$ cat config.mk
export PLATFORM = sky130hd
export DESIGN_NAME = chime_sequencer
export DESIGN_NICKNAME = d
export VERILOG_FILES = /design/src/rtl/chime_pkg.sv /design/src/rtl/chime_sequencer_tone_divider.sv /design/src/rtl/chime_sequencer.sv
export SDC_FILE = /design/constraint.sdc
export NUM_CORES = 1
export LEC_CHECK = 0
export ABC_AREA = 0
export ABC_CLOCK_PERIOD_IN_PS = 2100
export CAP_MARGIN = 20
export CORE_MARGIN = 2
export CORE_UTILIZATION = 40
export DETAILED_ROUTE_END_ITERATION = 10
export PLACE_DENSITY = 0.69
export SYNTH_ARGS = -nofsm -noshare
export SYNTH_HDL_FRONTEND = slang
export SYNTH_SLANG_ARGS = --single-unit
$ cat constraint.sdc
create_clock -name CP -period 2.1 [get_ports CP]
set_clock_uncertainty 0.1 [all_clocks]
set_input_delay 0.42 -clock CP [delete_from_list [all_inputs] [get_ports CP]]
set_output_delay 0.42 -clock CP [all_outputs]
set_load 0.005 [all_outputs]
$ cat src/rtl/chime_pkg.sv
// Shared state/tone encodings, BCD constants and helpers for the chime sequencer.
// The SNOOZE state exists only when CHIME_SNOOZE_EN is defined.
package chime_pkg;

`ifdef CHIME_SNOOZE_EN
  typedef enum logic [2:0] {
    ST_IDLE,
    ST_CHIME,
    ST_RING_ON,
    ST_RING_OFF,
    ST_SNOOZE
  } state_t;
`else
  typedef enum logic [2:0] {
    ST_IDLE,
    ST_CHIME,
    ST_RING_ON,
    ST_RING_OFF
  } state_t;
`endif

  typedef enum logic [1:0] {
    TONE_OFF,
    TONE_LOW,
    TONE_HIGH
  } tone_t;

  localparam logic [7:0] BCD_59 = 8'h59;
  localparam logic [7:0] BCD_00 = 8'h00;

  localparam logic [7:0] CHIME_LOW_S0 = 8'h51;
  localparam logic [7:0] CHIME_LOW_S1 = 8'h53;
  localparam logic [7:0] CHIME_LOW_S2 = 8'h55;
  localparam logic [7:0] CHIME_LOW_S3 = 8'h57;
  localparam logic [7:0] CHIME_HIGH_S = 8'h59;

  function automatic logic bcd_valid(input logic [7:0] v);
    return (v[7:4] <= 4'd9) && (v[3:0] <= 4'd9);
  endfunction

  // Tone the hourly chime asks for in a given minute/second, before enables.
  function automatic tone_t chime_tone(input logic [7:0] m, input logic [7:0] s);
    tone_t t;
    t = TONE_OFF;
    if (m == BCD_59) begin
      if (s == CHIME_HIGH_S) begin
        t = TONE_HIGH;
      end else if ((s == CHIME_LOW_S0) || (s == CHIME_LOW_S1) ||
                   (s == CHIME_LOW_S2) || (s == CHIME_LOW_S3)) begin
        t = TONE_LOW;
      end
    end
    return t;
  endfunction

endpackage

$ cat src/rtl/chime_sequencer_tone_divider.sv
// Free-running square-wave generator: PHASE toggles every HALF_PERIOD clocks.
module tone_divider
  import chime_pkg::*;
#(
  parameter int HALF_PERIOD = 2
) (
  input  logic CP,
  input  logic RST,
  output logic PHASE
);

  localparam int CW = (HALF_PERIOD > 1) ? $clog2(HALF_PERIOD) : 1;

  logic [CW-1:0] count;

  always_ff @(posedge CP or posedge RST) begin
    if (RST) begin
      count <= '0;
      PHASE <= 1'b0;
    end else if (count == CW'(HALF_PERIOD - 1)) begin
      count <= '0;
      PHASE <= ~PHASE;
    end else begin
      count <= count + CW'(1);
    end
  end

endmodule

$ cat src/rtl/chime_sequencer.sv
// Hourly chime plus NUM_ALARMS daily alarms driving a buzzer with internally generated tones.
// Define CHIME_SNOOZE_EN to build in the SNOOZE key and state.
module chime_sequencer
  import chime_pkg::*;
#(
  parameter int CLK_HZ     = 50_000_000,
  parameter int LOW_HZ     = 500,
  parameter int HIGH_HZ    = 1000,
  parameter int NUM_ALARMS = 2,
  parameter int ALARM_SEC  = 60,
  parameter int SNOOZE_SEC = 300,
  localparam int ID_W      = (NUM_ALARMS > 1) ? $clog2(NUM_ALARMS) : 1
) (
  input  logic                     CP,
  input  logic                     RST,
  input  logic                     SEC_TICK,
  input  logic [7:0]               TIME_H,
  input  logic [7:0]               TIME_M,
  input  logic [7:0]               TIME_S,
  input  logic                     CHIME_EN,
  input  logic [NUM_ALARMS-1:0]    ALARM_EN,
  input  logic [16*NUM_ALARMS-1:0] ALARM_HM,
  input  logic                     STOP,
  input  logic                     SNOOZE,
  output logic                     AUDIO,
  output logic                     BUSY,
  output logic [ID_W-1:0]          ALARM_ID
);

  localparam int LOW_HALF  = CLK_HZ / (2 * LOW_HZ);
  localparam int HIGH_HALF = CLK_HZ / (2 * HIGH_HZ);
  localparam int RING_W    = $clog2(ALARM_SEC + 1);

  state_t            state;
  tone_t             tone;
  tone_t             chime_sel;
  logic              low_phase;
  logic              high_phase;
  logic [RING_W-1:0] ring_cnt;
  logic [RING_W-1:0] ring_next;
  logic              inhibit;
  logic              stop_q;
  logic              stop_rise;
  logic [NUM_ALARMS-1:0] en_q;
  logic              en_fall;
  logic              ringing;
  logic              time_valid;
  logic              trig_any;
  logic [ID_W-1:0]   trig_id;
  logic              chime_hit;

  tone_divider #(.HALF_PERIOD(LOW_HALF)) u_low_div (
    .CP    (CP),
    .RST   (RST),
    .PHASE (low_phase)
  );

  tone_divider #(.HALF_PERIOD(HIGH_HALF)) u_high_div (
    .CP    (CP),
    .RST   (RST),
    .PHASE (high_phase)
  );

`ifdef CHIME_SNOOZE_EN
  localparam int SNZ_W = $clog2(SNOOZE_SEC + 1);

  logic             snooze_q;
  logic             snooze_rise;
  logic [SNZ_W-1:0] snooze_cnt;
  logic [SNZ_W-1:0] snooze_next;

  assign snooze_rise = SNOOZE & ~snooze_q;
  assign snooze_next = snooze_cnt + SNZ_W'(1);
  assign ringing     = (state == ST_RING_ON) || (state == ST_RING_OFF) || (state == ST_SNOOZE);
`else
  logic unused_snooze;

  assign unused_snooze = SNOOZE | (SNOOZE_SEC < 0);
  assign ringing       = (state == ST_RING_ON) || (state == ST_RING_OFF);
`endif

  assign stop_rise = STOP & ~stop_q;
  assign ring_next = (ring_cnt == RING_W'(ALARM_SEC)) ? ring_cnt : ring_cnt + RING_W'(1);
  assign chime_sel = chime_tone(TIME_M, TIME_S);
  assign chime_hit = CHIME_EN && !inhibit && time_valid && (chime_sel != TONE_OFF);

  // Descending scan so the lowest-numbered triggering channel wins.
  always_comb begin
    time_valid = bcd_valid(TIME_H) && bcd_valid(TIME_M) && bcd_valid(TIME_S);
    trig_any   = 1'b0;
    trig_id    = '0;
    en_fall    = 1'b0;
    for (int i = NUM_ALARMS - 1; i >= 0; i--) begin
      if (time_valid && (TIME_S == BCD_00) && ALARM_EN[i] &&
          (ALARM_HM[16*i +: 16] == {TIME_H, TIME_M})) begin
        trig_any = 1'b1;
        trig_id  = ID_W'(i);
      end
    end
    for (int i = 0; i < NUM_ALARMS; i++) begin
      if (ALARM_ID == ID_W'(i)) begin
        en_fall = en_q[i] & ~ALARM_EN[i];
      end
    end
  end

  always_ff @(posedge CP or posedge RST) begin
    if (RST) begin
      state    <= ST_IDLE;
      tone     <= TONE_OFF;
      BUSY     <= 1'b0;
      ALARM_ID <= '0;
      ring_cnt <= '0;
      inhibit  <= 1'b0;
      stop_q   <= 1'b0;
      en_q     <= '0;
`ifdef CHIME_SNOOZE_EN
      snooze_q   <= 1'b0;
      snooze_cnt <= '0;
`endif
    end else begin
      stop_q <= STOP;
      en_q   <= ALARM_EN;
`ifdef CHIME_SNOOZE_EN
      snooze_q <= SNOOZE;
`endif
      if (ringing && (stop_rise || en_fall)) begin
        state <= ST_IDLE;
        tone  <= TONE_OFF;
        BUSY  <= 1'b0;
      end else if ((state == ST_CHIME) && stop_rise) begin
        state   <= ST_IDLE;
        tone    <= TONE_OFF;
        BUSY    <= 1'b0;
        inhibit <= 1'b1;
`ifdef CHIME_SNOOZE_EN
      end else if (((state == ST_RING_ON) || (state == ST_RING_OFF)) && snooze_rise) begin
        state      <= ST_SNOOZE;
        tone       <= TONE_OFF;
        snooze_cnt <= '0;
`endif
      end else if (SEC_TICK) begin
        // A chime cancelled by STOP stays muted for the rest of minute 59.
        if (TIME_M != BCD_59) begin
          inhibit <= 1'b0;
        end
        case (state)
          ST_IDLE, ST_CHIME: begin
            if (trig_any) begin
              state    <= ST_RING_ON;
              tone     <= TONE_HIGH;
              BUSY     <= 1'b1;
              ALARM_ID <= trig_id;
              ring_cnt <= '0;
            end else if (chime_hit) begin
              state <= ST_CHIME;
              tone  <= chime_sel;
              BUSY  <= 1'b1;
            end else begin
              state <= ST_IDLE;
              tone  <= TONE_OFF;
              BUSY  <= 1'b0;
            end
          end
          ST_RING_ON, ST_RING_OFF: begin
            ring_cnt <= ring_next;
            if (ring_next == RING_W'(ALARM_SEC)) begin
              state <= ST_IDLE;
              tone  <= TONE_OFF;
              BUSY  <= 1'b0;
            end else if (state == ST_RING_ON) begin
              state <= ST_RING_OFF;
              tone  <= TONE_OFF;
            end else begin
              state <= ST_RING_ON;
              tone  <= TONE_HIGH;
            end
          end
`ifdef CHIME_SNOOZE_EN
          ST_SNOOZE: begin
            if (snooze_next == SNZ_W'(SNOOZE_SEC)) begin
              state    <= ST_RING_ON;
              tone     <= TONE_HIGH;
              ring_cnt <= '0;
            end else begin
              snooze_cnt <= snooze_next;
            end
          end
`endif
          default: begin
            state <= ST_IDLE;
            tone  <= TONE_OFF;
            BUSY  <= 1'b0;
          end
        endcase
      end
    end
  end

  always_ff @(posedge CP or posedge RST) begin
    if (RST) begin
      AUDIO <= 1'b0;
    end else begin
      AUDIO <= ((tone == TONE_LOW) && low_phase) || ((tone == TONE_HIGH) && high_phase);
    end
  end

endmodule

### Yosys cells after proc, flatten, opt, wreduce, memory -nomap -nowiden

Index checks and enable logic that the tools add are counted.

* register bits: 51
* output and inout bits: 3
* bits of input ports: 64

* $add $sub $neg: 3
* equality and inequality tests: 20
* mux-type cells: 38
* bitwise logic cells: 10
* reductions and logical operators: 37
* $lt $le $gt $ge: 6

Operators with widths (number)
* $eq A8 B7 Y1 const B: 6
* $eq A16 B16 Y1: 2
* $le A4 B4 Y1 const B: 6
* $mux W2: 11
* $logic_and A1 B1 Y1: 17
* $add A16 B1 Y16 const B: 1
* $eq A16 B16 Y1 const B: 1
* $mux W1: 16
* $mux W16: 1
* $add A15 B1 Y15 const B: 1
* $eq A15 B15 Y1 const B: 1
* $mux W15: 1
* $eq A6 B6 Y1 const B: 2
* $mux W6: 2
* $pmux W6 S2: 1
* $reduce_and A5 Y1: 2
* $mux W3: 3
* $logic_not A8 Y1: 1
* $ne A8 B7 Y1 const B: 1
* $reduce_bool A2 Y1: 4
* $not A1 Y1: 7
* $add A6 B1 Y6 const B: 1
* $eq A3 B2 Y1 const B: 2
* $logic_or A1 B1 Y1: 6
* 15 further kinds: 18

### Depth between registers and ports, before layout

* word-level depth: 15
* depth in mapped cells: 8

### Modules after synthesis

A second synthesis with hierarchy kept.

* cell total of the unflattened synthesis: 303
* area, all modules: 2911.5 sq um

By module, submodules not included
* chime_sequencer: area each 1387.6 sq um, instances 1, cells each 163
* tone_divider at u_low_div: area each 783.3 sq um, instances 1, cells each 73
* tone_divider at u_high_div: area each 740.7 sq um, instances 1, cells each 67

### Worst setup path after synthesis

Ideal clock, no wire load.

* path kind: reg2reg
* from: reg ring_cnt[0]
* to: reg tone[1]
* library setup time: 0.131 ns
* buffers on the path: 0
* slack: -0.117 ns
* data arrival time: 1.985 ns
* cell stages (with the launch flop): 9
* clock period less this slack: 2.217 ns
* cell sequence: dfrtp_1 inv_1 ha_1 a21boi_0 a41o_1 a2111oi_4 o21ai_2 and3_1 or3_1

* word-level cells in the longest chain between the ends: 8
* elaborated cells on any way between the ends: 9
* those cells by class: 1 x add/sub; 2 x eq/ne; 6 x mux

RTL lines
* from (decl): RTL line chime_sequencer.sv:39 `logic [RING_W-1:0] ring_cnt;`
* from (signal assigned): RTL line chime_sequencer.sv:166 `ring_cnt <= ring_next;`
* $add A6 B1 Y6 or $eq A6 B6 Y1 (tied branches): RTL line chime_sequencer.sv:83 `assign ring_next = (ring_cnt == RING_W'(ALARM_SEC)) ? ring_cnt : ring_cnt + RING_W'(1);`
* $mux W6 (*): RTL line chime_sequencer.sv:83
* $eq A6 B6 Y1 (*): RTL line chime_sequencer.sv:167 `if (ring_next == RING_W'(ALARM_SEC)) begin`
* $mux W2 (*): RTL line chime_sequencer.sv:167
* $pmux W2 S2 (*): RTL line chime_sequencer.sv:147 `case (state)`
* $mux W2 (*): RTL line chime_sequencer.sv:142 `end else if (SEC_TICK) begin`
* $mux W2 (*): RTL line chime_sequencer.sv:131 `end else if ((state == ST_CHIME) && stop_rise) begin`
* $mux W2 (*): RTL line chime_sequencer.sv:127 `if (ringing && (stop_rise || en_fall)) begin`
* to (signal assigned): RTL line chime_sequencer.sv:157 `tone <= chime_sel;`
* to (decl): RTL line chime_sequencer.sv:35 `tone_t tone;`

Mark *: on every way between the ends. The rest lies on a longest branch, timed or not. The select of a mux whose other input is x is not followed.
A chain may end at the register's enable or synchronous reset.

### Worst setup path after layout

* from: in STOP
* to: reg tone[1]

* word-level cells in the longest chain between the ends: 4
* elaborated cells on any way between the ends: 7
* those cells by class: 2 x mux; 1 x bitwise; 4 x reduce/logical

RTL lines
* from (decl): RTL line chime_sequencer.sv:23 `input logic STOP,`
* $and A1 B1 Y1 (*): RTL line chime_sequencer.sv:82 `assign stop_rise = STOP & ~stop_q;`
* $logic_and A1 B1 Y1 or $logic_or A1 B1 Y1 (tied branches): RTL line chime_sequencer.sv:131, chime_sequencer.sv:127
* $mux W2 or $logic_and A1 B1 Y1 (tied branches): RTL line chime_sequencer.sv:131, chime_sequencer.sv:127
* $mux W2 or $reduce_bool A3 Y1 (tied branches)

Mark *: on every way between the ends. The rest lies on a longest branch, timed or not.

==> key figures <==
Power
  – Cell Pwr Density: 443.1 mW/mm^2
  – Worst vdd ir: 0.0002127 V
  – Tot Pwr: 1.856 mW
  – Leakage: roughly 2.0 nW

Worst setup path
  – Critical Path AT: between 2000 and 2500 ps
  – CP endpoint kind: flip-flop
  – CP max FO: 6
  – CP Launch Type: input pin
  – WP data required: around 2200 ps
  – Critical path type: in2reg

GRT
  – First-pass GRT wire length: between 10000 and 15000 um
  – Gr ovfl total: 0
  – Vias in the first global route: roughly 2500
  – Total GRT Usage: a little under a fifth
  – Initial antenna violation count: 0
  – Largest net degree at the start of global routing: 29

Finish
  – Final Core Density: about three fifths
  – Synth-to-Final Area Change: 46.93%
  – Share of layout cells above drive strength 1: 18.69%
  – # diodes: 0
  – Final instance area: roughly 0.0042 mm^2
  – Nets: approximately 480

Timing
  – Fin. Hold Viols: 0
  – Crit path time final: 2088 ps
  – Fmax: 479.0 MHz
  – Max-slew headroom: 70.58%
  – Final max-slew violation count: 0
  – RSZ-0062 raised after global routing: true
  – Final period util: between 90% and 100%
  – Least-Margin Pin Slew: between 400 and 500 ps
  – Setup-failing EPs final: 0

Logic synthesis
  – Synthesized area: between 0.002 and 0.003 mm^2
  – Asr flop ratio synth: 100.0%
  – EDFF count, synth: 0
  – Synthesis Warnings: 0
  – Synth area leaders: dfrtp_1 44%, xnor2_1 14%, xor2_1 5.2%
  – #FFs+latches synth: 50
  – Yosys top cell by area: dfrtp_1
  – Post-synth top area share: ~44%
  – Gate Count Post-Synth: just under 300
  – Most frequent cells after synthesis: 50 x dfrtp_1, 45 x xnor2_1, 30 x nand2_1, 30 x nor2_1, 17 x xor2_1
  – Ys flop type: dfrtp_1
  – Mapped Nets: roughly 370
  – Top-count cell post-synth: dfrtp_1
  – Post-synthesis sequential area ratio: between 40% and 50%
  – Yosys cell types: 44
  – Synthesized area per cell: ~9.6 um^2

Floorplan
  – Die width: around 88 um
  – Row count: 30
  – Die ar.: 0.007817 mm^2
  – I/O pin total: 67
  – Core ar.: around 0.0068 mm^2
  – Die Y: ~88 um
  – Initial Util: 41.72%

Job
  – Max_cap viols: 0

Route
  – Via count: around 2600
  – Post-DR vias/cell: slightly above 5
  – Total routed wirelength: between 6000 and 7000 um
  – DRT iter0 DRCs: a little under 100
  – DRC: 0
  – Pre-Repair DR Iteration Count: 4
  – Routed wire per std cell: roughly 13 um
  – Final ANT Viol Nets: 0

Placed design
  – Hpwl dp: 5289 um
  – Placer Congestion: ~0.84
  – Port Buf Inserts: between 60 and 70
  – Placed instance area: slightly below 0.004 mm^2

Clock tree
  – CTS clock-pin slew for the worst setup and hold paths: 80 ps
  – CTS Buf Count: 5
  – CTS root buf: clkbuf_8
  – CTS HTree Levels: 2
  – Clk Latency, worst-skew pair: around 300 ps
  – Clock Sinks: 50
  – Max Root-Sink Buffers: 2
  – CTS tree: built

Run status
  – Status: complete, no violations

Worst hold path
  – Hold Crit Class: reg2reg
[layout by cell type (no fill, tap or decap), drive strengths merged, types with 2 or more instances in the layout]
master         count
nand4             14
buf               44
nor4b              2
nor4               6
dlymetal6s2s      25
dlygate4sd2        4
nor3b              2
nor3               9
and4               2
nand3             16
and2               4
a31oi              2
xnor2             45
a21oi              4
nand2b             2
nand2             30
xor2              17
ha                 4
inv                8
o211ai             3
nor2b              5
clkdlybuf4s50     35
clkbuf             6
o22ai              2
and3               9
o21ai             14
dfrtp             50
nor2              30
[per-stage QoR]
stage          instances  setup slack, ps  setup TNS, ps  hold slack, ps
6_report             508            12.45              0           353.6
5_1_grt              508           -92.13         -92.13           382.6
4_1_cts              507            12.66              0           361.0
3_5_place_dp         499           -521.7          -4297           348.6
3_3_place_gp         499           -488.0          -3711           340.0
2_1_floorplan        298            105.2              0           325.1
[worst max-delay path, stage by stage]
cell and delay [ps]:
clkdlybuf4s50_1 470, nor2b_2 170, a21oi_1 120, and2_1 200, and2_1 150, nor2b_1 120, buf_4 160, or3_1 360
[layer usage]
layer	track usage [%]	share of wire, %	up-vias
met3	3.638	5.8	8
met1	21.53	42	1216
met2	32.67	51	81
met4	5.372	1.6	0
met5	0	0	-
li1	-	-	1268
[path summary, 6_finish.rpt]
kind                                              to           startpoint  cells past startpoint  slack [ps]
worst max-delay path                         tone[1]                 STOP                      8          10
worst min-delay path             u_high_div.count[0]  u_high_div.count[0]                      1         350
worst max register to register               tone[1]          ring_cnt[1]                      8          30
worst min register to register   u_high_div.count[0]  u_high_div.count[0]                      1         350
max in group asynchronous        u_low_div.count[10]                  RST                      3        1230
min in group asynchronous       u_high_div.count[12]                  RST                      3         380
[what timing repair did]
| action | CTS | global route |
|---|---|---|
| hold endpoints to repair | 0 | 0 |
| setup buffers | 0 | 1 |
| pin swaps | 4 | 22 |
| gates cloned | 0 | 0 |
| setup endpoints to repair | 9 | 11 |
| hold buffers | 0 | 0 |
| resized for setup | 13 | 37 |
[sequential cells by signal (all words and copies together), names as in the netlist, 2 cells and up]
name              flops
u_low_div.count      16
u_high_div.count     15
ring_cnt              6
en_q                  2
state                 2
tone                  2
[layout make-up]
type	instances	area, um^2
fillers	611	2644
multi-input cells	237	1652
flip-flops and latches	50	1252
repair buffers	109	1039
well taps	96	120.1
clock buffers	6	82.58
inverters	8	30.03
clock inverters	2	12.51
[power by group]
part | internal, mW | switching (mW) | total [mW]
Sequential | 0.967 | 0.00265 | 0.969
Clock | 0.265 | 0.314 | 0.579
Combinational | 0.187 | 0.120 | 0.307
Total | 1.42 | 0.437 | 1.86
[cell families after synthesis]
family                     share of synthesized area (%)
AOI/OAI and AO/OA                                  8.912
buffers and inverters                              1.581
muxes                                             0.3951
and+or+nand+nor                                    24.41
xor gates and xnor gates                           19.05
adders and majority gates                          1.756
DFF                                                43.90
No activity file was read; power rests on OpenSTA's default activity.
==> RTL change 1: new RTL, config.mk and constraints unchanged <==
The parameter `NUM_ALARMS` goes from 2 to 1.
--- a/src/rtl/chime_sequencer.sv
+++ b/src/rtl/chime_sequencer.sv
@@ -7,5 +7,5 @@
   parameter int LOW_HZ     = 500,
   parameter int HIGH_HZ    = 1000,
-  parameter int NUM_ALARMS = 2,
+  parameter int NUM_ALARMS = 1,
   parameter int ALARM_SEC  = 60,
   parameter int SNOOZE_SEC = 300,
Interface: changed (resized ALARM_EN and ALARM_HM); port bits go from 67 to 50. No check against the original RTL was run, so the function may have changed too.
==> RTL change 1 against the original RTL <==
Setup slack better by 0.17 ns; critical endpoint is now ring_cnt[0]; critical path depth down 2; sequential power down 4.4%; power down 8.7%; sequential share of layout area up 5.0 points; routed wire length down 19%; sequential cell count down 2; critical path type unchanged; fmax up 9.1%; area after synthesis down 5.8%; final area down 18%.
==> RTL change 1: results (changes against the original RTL) <==
Largest net degree at the start of global routing: 49 (+69%)
Seq group: 926 µW (-4.4%)
Internal Pwr Total: 1.311 mW (-7.6%)
Commonest cells in the synthesized netlist: dfrtp_1, nand2_1, nor2_1, xnor2_1, nand3_1
Syn_area_per_cell: 9.551 µm² (-0.14%)
Final WS setup: 0.1873 ns (+0.1748 ns)
Post-synthesis mux area share: 0.7459% (+0.35 points)
Fillcell total: 599 (-2.0%)
Worst setup endpoint: ring_cnt[0]
Post_cts resized: 0 (-13)
Gpl congestion: 0.8509 (+1.6%)
Min Hold Slack: 0.3710 ns (+0.01733 ns)
Non-clock buffer count: 63 (-42%)
Sequential element share of the synthesized area: 44.76% (+0.86 points)
Nets@finish: 397 (-17%)
Tot GR Track Use: 15.57% (-2.5 points)
Max incr delay on CP: 0.42 ns (-0.05 ns)
Status: completed
R2R depth: 7 (-1)
Post-Syn Nets: 332 (-9.3%)
Sw Share: 22.62% (-0.92 points)
Setup WS pre-CTS: -0.1156 ns (+0.4061 ns)
Crit path launch: TIME_S[4]
Share of layout cells above drive strength 1: 8.646% (-10 points)
Xor/xnor cell area share of the yosys netlist: 14.03% (-5.0 points)
Top post-synthesis cells by area: dfrtp_1, xnor2_1, xor2_1
WL final: 5.483 mm (-19%)
Leakage: 1.447 nW (-27%)
Synth Area in Adders: 1.865% (+0.11 points)
Critical path fanouts, max: 2 (-4)
Number of multi-input logic gates: 220 (-7.2%)
Clk cell area share: 2.725% (+0.45 points)
R2r setup slk: 0.22 ns (+0.19 ns)
Clk_buf instances: 7 (+1)
-- RTL change 1: changes by cell type in the layout (fill, tap and decap cells not counted), sizes merged, moves of 5 or more --
cell / unedited run / this run
clkdlybuf4s50: 35 / 47
nor3: 9 / 14
buf: 44 / 16
nor2: 30 / 25
nand3: 16 / 22
xnor2: 45 / 24
dlymetal6s2s: 25 / 0
-- RTL change 1: metal layers --
layer  GRT usage, %  part of all wire (%)  vias up
met5              0                     0        -
met4          6.494                   1.4        0
met3          3.946                   6.6        4
met2          26.57                    47       82
met1          18.62                    45     1045
li1               -                     -     1135
-- RTL change 1: worst register-to-register path, stage by stage, from the launching register on --
cell	delay [ns]
dfrtp_1	0.45
inv_1	0.13
ha_1	0.22
nand2_1	0.07
or3_1	0.30
o21ai_1	0.10
a311oi_1	0.10
or3_1	0.30
-- RTL change 1: stage by stage --
step	utilization, %	TNS, ns
final	53.61	0
after global routing	53.61	0
after CTS	53.61	0
after detailed placement	52.15	-0.5379
after global placement	52.15	-0.4743
after floorplan	-	0
==> RTL change 2: new RTL, config.mk and constraints unchanged <==
Without the edit above. Put one more register stage on the output `ALARM_ID`, with the module's reset. The value now appears one clock later. The other outputs are not delayed to match.
--- a/src/rtl/chime_sequencer.sv
+++ b/src/rtl/chime_sequencer.sv
@@ -32,4 +32,6 @@
   localparam int RING_W    = $clog2(ALARM_SEC + 1);
 
+  logic [ID_W-1:0] ALARM_ID_s0;
+
   state_t            state;
   tone_t             tone;
@@ -99,5 +101,5 @@
     end
     for (int i = 0; i < NUM_ALARMS; i++) begin
-      if (ALARM_ID == ID_W'(i)) begin
+      if (ALARM_ID_s0 == ID_W'(i)) begin
         en_fall = en_q[i] & ~ALARM_EN[i];
       end
@@ -110,5 +112,5 @@
       tone     <= TONE_OFF;
       BUSY     <= 1'b0;
-      ALARM_ID <= '0;
+      ALARM_ID_s0 <= '0;
       ring_cnt <= '0;
       inhibit  <= 1'b0;
@@ -151,5 +153,5 @@
               tone     <= TONE_HIGH;
               BUSY     <= 1'b1;
-              ALARM_ID <= trig_id;
+              ALARM_ID_s0 <= trig_id;
               ring_cnt <= '0;
             end else if (chime_hit) begin
@@ -206,4 +208,12 @@
   end
 
+  always_ff @(posedge CP or posedge RST) begin
+    if (RST) begin
+      ALARM_ID <= '0;
+    end else begin
+      ALARM_ID <= ALARM_ID_s0;
+    end
+  end
+
 endmodule
 
Check against the original RTL: not equivalent (a bounded check fails within 4 cycles, from zero or initial values and one cycle with RST high).
==> RTL change 2 against the original RTL <==
Routed wire length decreased by 1.0%; final area decreased by 1.5%; sequential cell count increased by 1; setup slack got worse by 0.0039 ns; power decreased by 0.55%; hold slack improved by 0.0065 ns; die area increased by 0.83%; area after synthesis increased by 0.88%; non-clock buffer count decreased by 4.
==> RTL change 2: results (changes against the original RTL) <==
Status: completed
Seq group: 989 µW (+2.1%)
Internal Pwr Total: 1.406 mW (-0.95%)
Synth Area in Compound Gates: 8.834% (-0.078 points)
Number of global-route vias before repair: 2562 (+0.67%)
P_clk: 551 µW (-4.8%)
Tot GR Track Use: 18.31% (+0.27 points)
Wirelength per Cell: 13.19 µm (-0.41%)
Xor/xnor cell area share of the yosys netlist: 18.89% (-0.17 points)
Post-synthesis mux area share: 0.3916% (-0.0034 points)
Max rail drop VDD: 0.2451 mV (+15%)
Post-Place Cells: 495 (-0.80%)
Top post-synthesis cells by area: dfrtp_1, xnor2_1, xor2_1
Share of layout cells above drive strength 1: 16.87% (-1.8 points)
Commonest cells in the synthesized netlist: dfrtp_1, xnor2_1, nand2_1, nor2_1, xor2_1
Largest net degree at the start of global routing: 52 (+79%)
Worst reg2reg path startpoint: ring_cnt[0]
Initial DRC count: 103 (+6.2%)
Relative slew slack: 69.86% (-0.73 points)
Port Buf Inserts: 65 (unchanged)
Antenna violations before repair: 0 (unchanged)
Net Switching: 440.1 µW (+0.76%)
Achievable Freq: 478.1 MHz (-0.19%)
Fin cells: 505 (-0.59%)
CP delay by family, top: buffers and inverters
Synth Area in Adders: 1.741% (-0.015 points)
Crit path launch: TIME_M[3]
Leakage: 1.832 nW (-7.3%)
Syn_area_per_cell: 9.616 µm² (+0.54%)
Setup WS pre-CTS: -0.3925 ns (+0.1291 ns)
Hpwl dp: 5.362 mm (+1.4%)
First-pass GRT wire length: 11.36 mm (+2.4%)
Post-Syn Nets: 367 (+0.27%)
Gpl congestion: 0.8985 (+7.3%)
-- RTL change 2: layout make-up --
type	instances	area, µm²
Sequential cell	51	1277
Multi-Input combinational cell	237	1618
Clock buffer	5	68.82
Clock inverter	3	20.02
Tap cell	96	120.1
Timing Repair Buffer	105	992.2
Inverter	8	30.03
Fill cell	598	2743
-- RTL change 2: cells by family (layout without fill, tap and decap cells) --
group                    after synthesis  after routing
AND/OR/NAND/NOR                      135            135
buffers and inverters                 11            121
flip-flops                            51             51
XOR/XNOR                              62             62
adder cells (fa/ha/maj)                4              4
multiplexers                           1              1
AO/OA/AOI/OAI                         35             35
-- RTL change 2: repair_timing --
action / 4_1_cts / 5_1_grt
hold endpoints to repair: 0 / 0
setup endpoints to repair: 7 / 9
buffers inserted: 2 / 0
resized for setup: 8 / 22
gates cloned: 0 / 0
pin swaps: 1 / 12
-- RTL change 2: metal layers --
layer / GRT usage [%] / vias to the layer above / part of all wire [%]
met5: 0 / - / 0
met4: 4.683 / 0 / 1.2
met1: 22.47 / 1181 / 44
met2: 32.36 / 74 / 50
met3: 4.198 / 8 / 5.2
li1: - / 1264 / -
-- RTL change 2: how the worst min path moves through the flow --
| stage | start | endpoint | slack [ns] | cells past startpoint |
|---|---|---|---|---|
| 6_report | u_high_div.count[0] | u_high_div.count[0] | 0.36 | 1 |
| 5_1_grt | RST | u_low_div.count[6] | 0.39 | 3 |
| 4_1_cts | u_high_div.count[0] | u_high_div.count[0] | 0.36 | 1 |
| 3_5_place_dp | u_high_div.count[0] | u_high_div.count[0] | 0.35 | 1 |
| 3_3_place_gp | u_high_div.count[0] | u_high_div.count[0] | 0.35 | 1 |
| 2_1_floorplan | ALARM_ID_s0 | ALARM_ID | 0.31 | 0 |
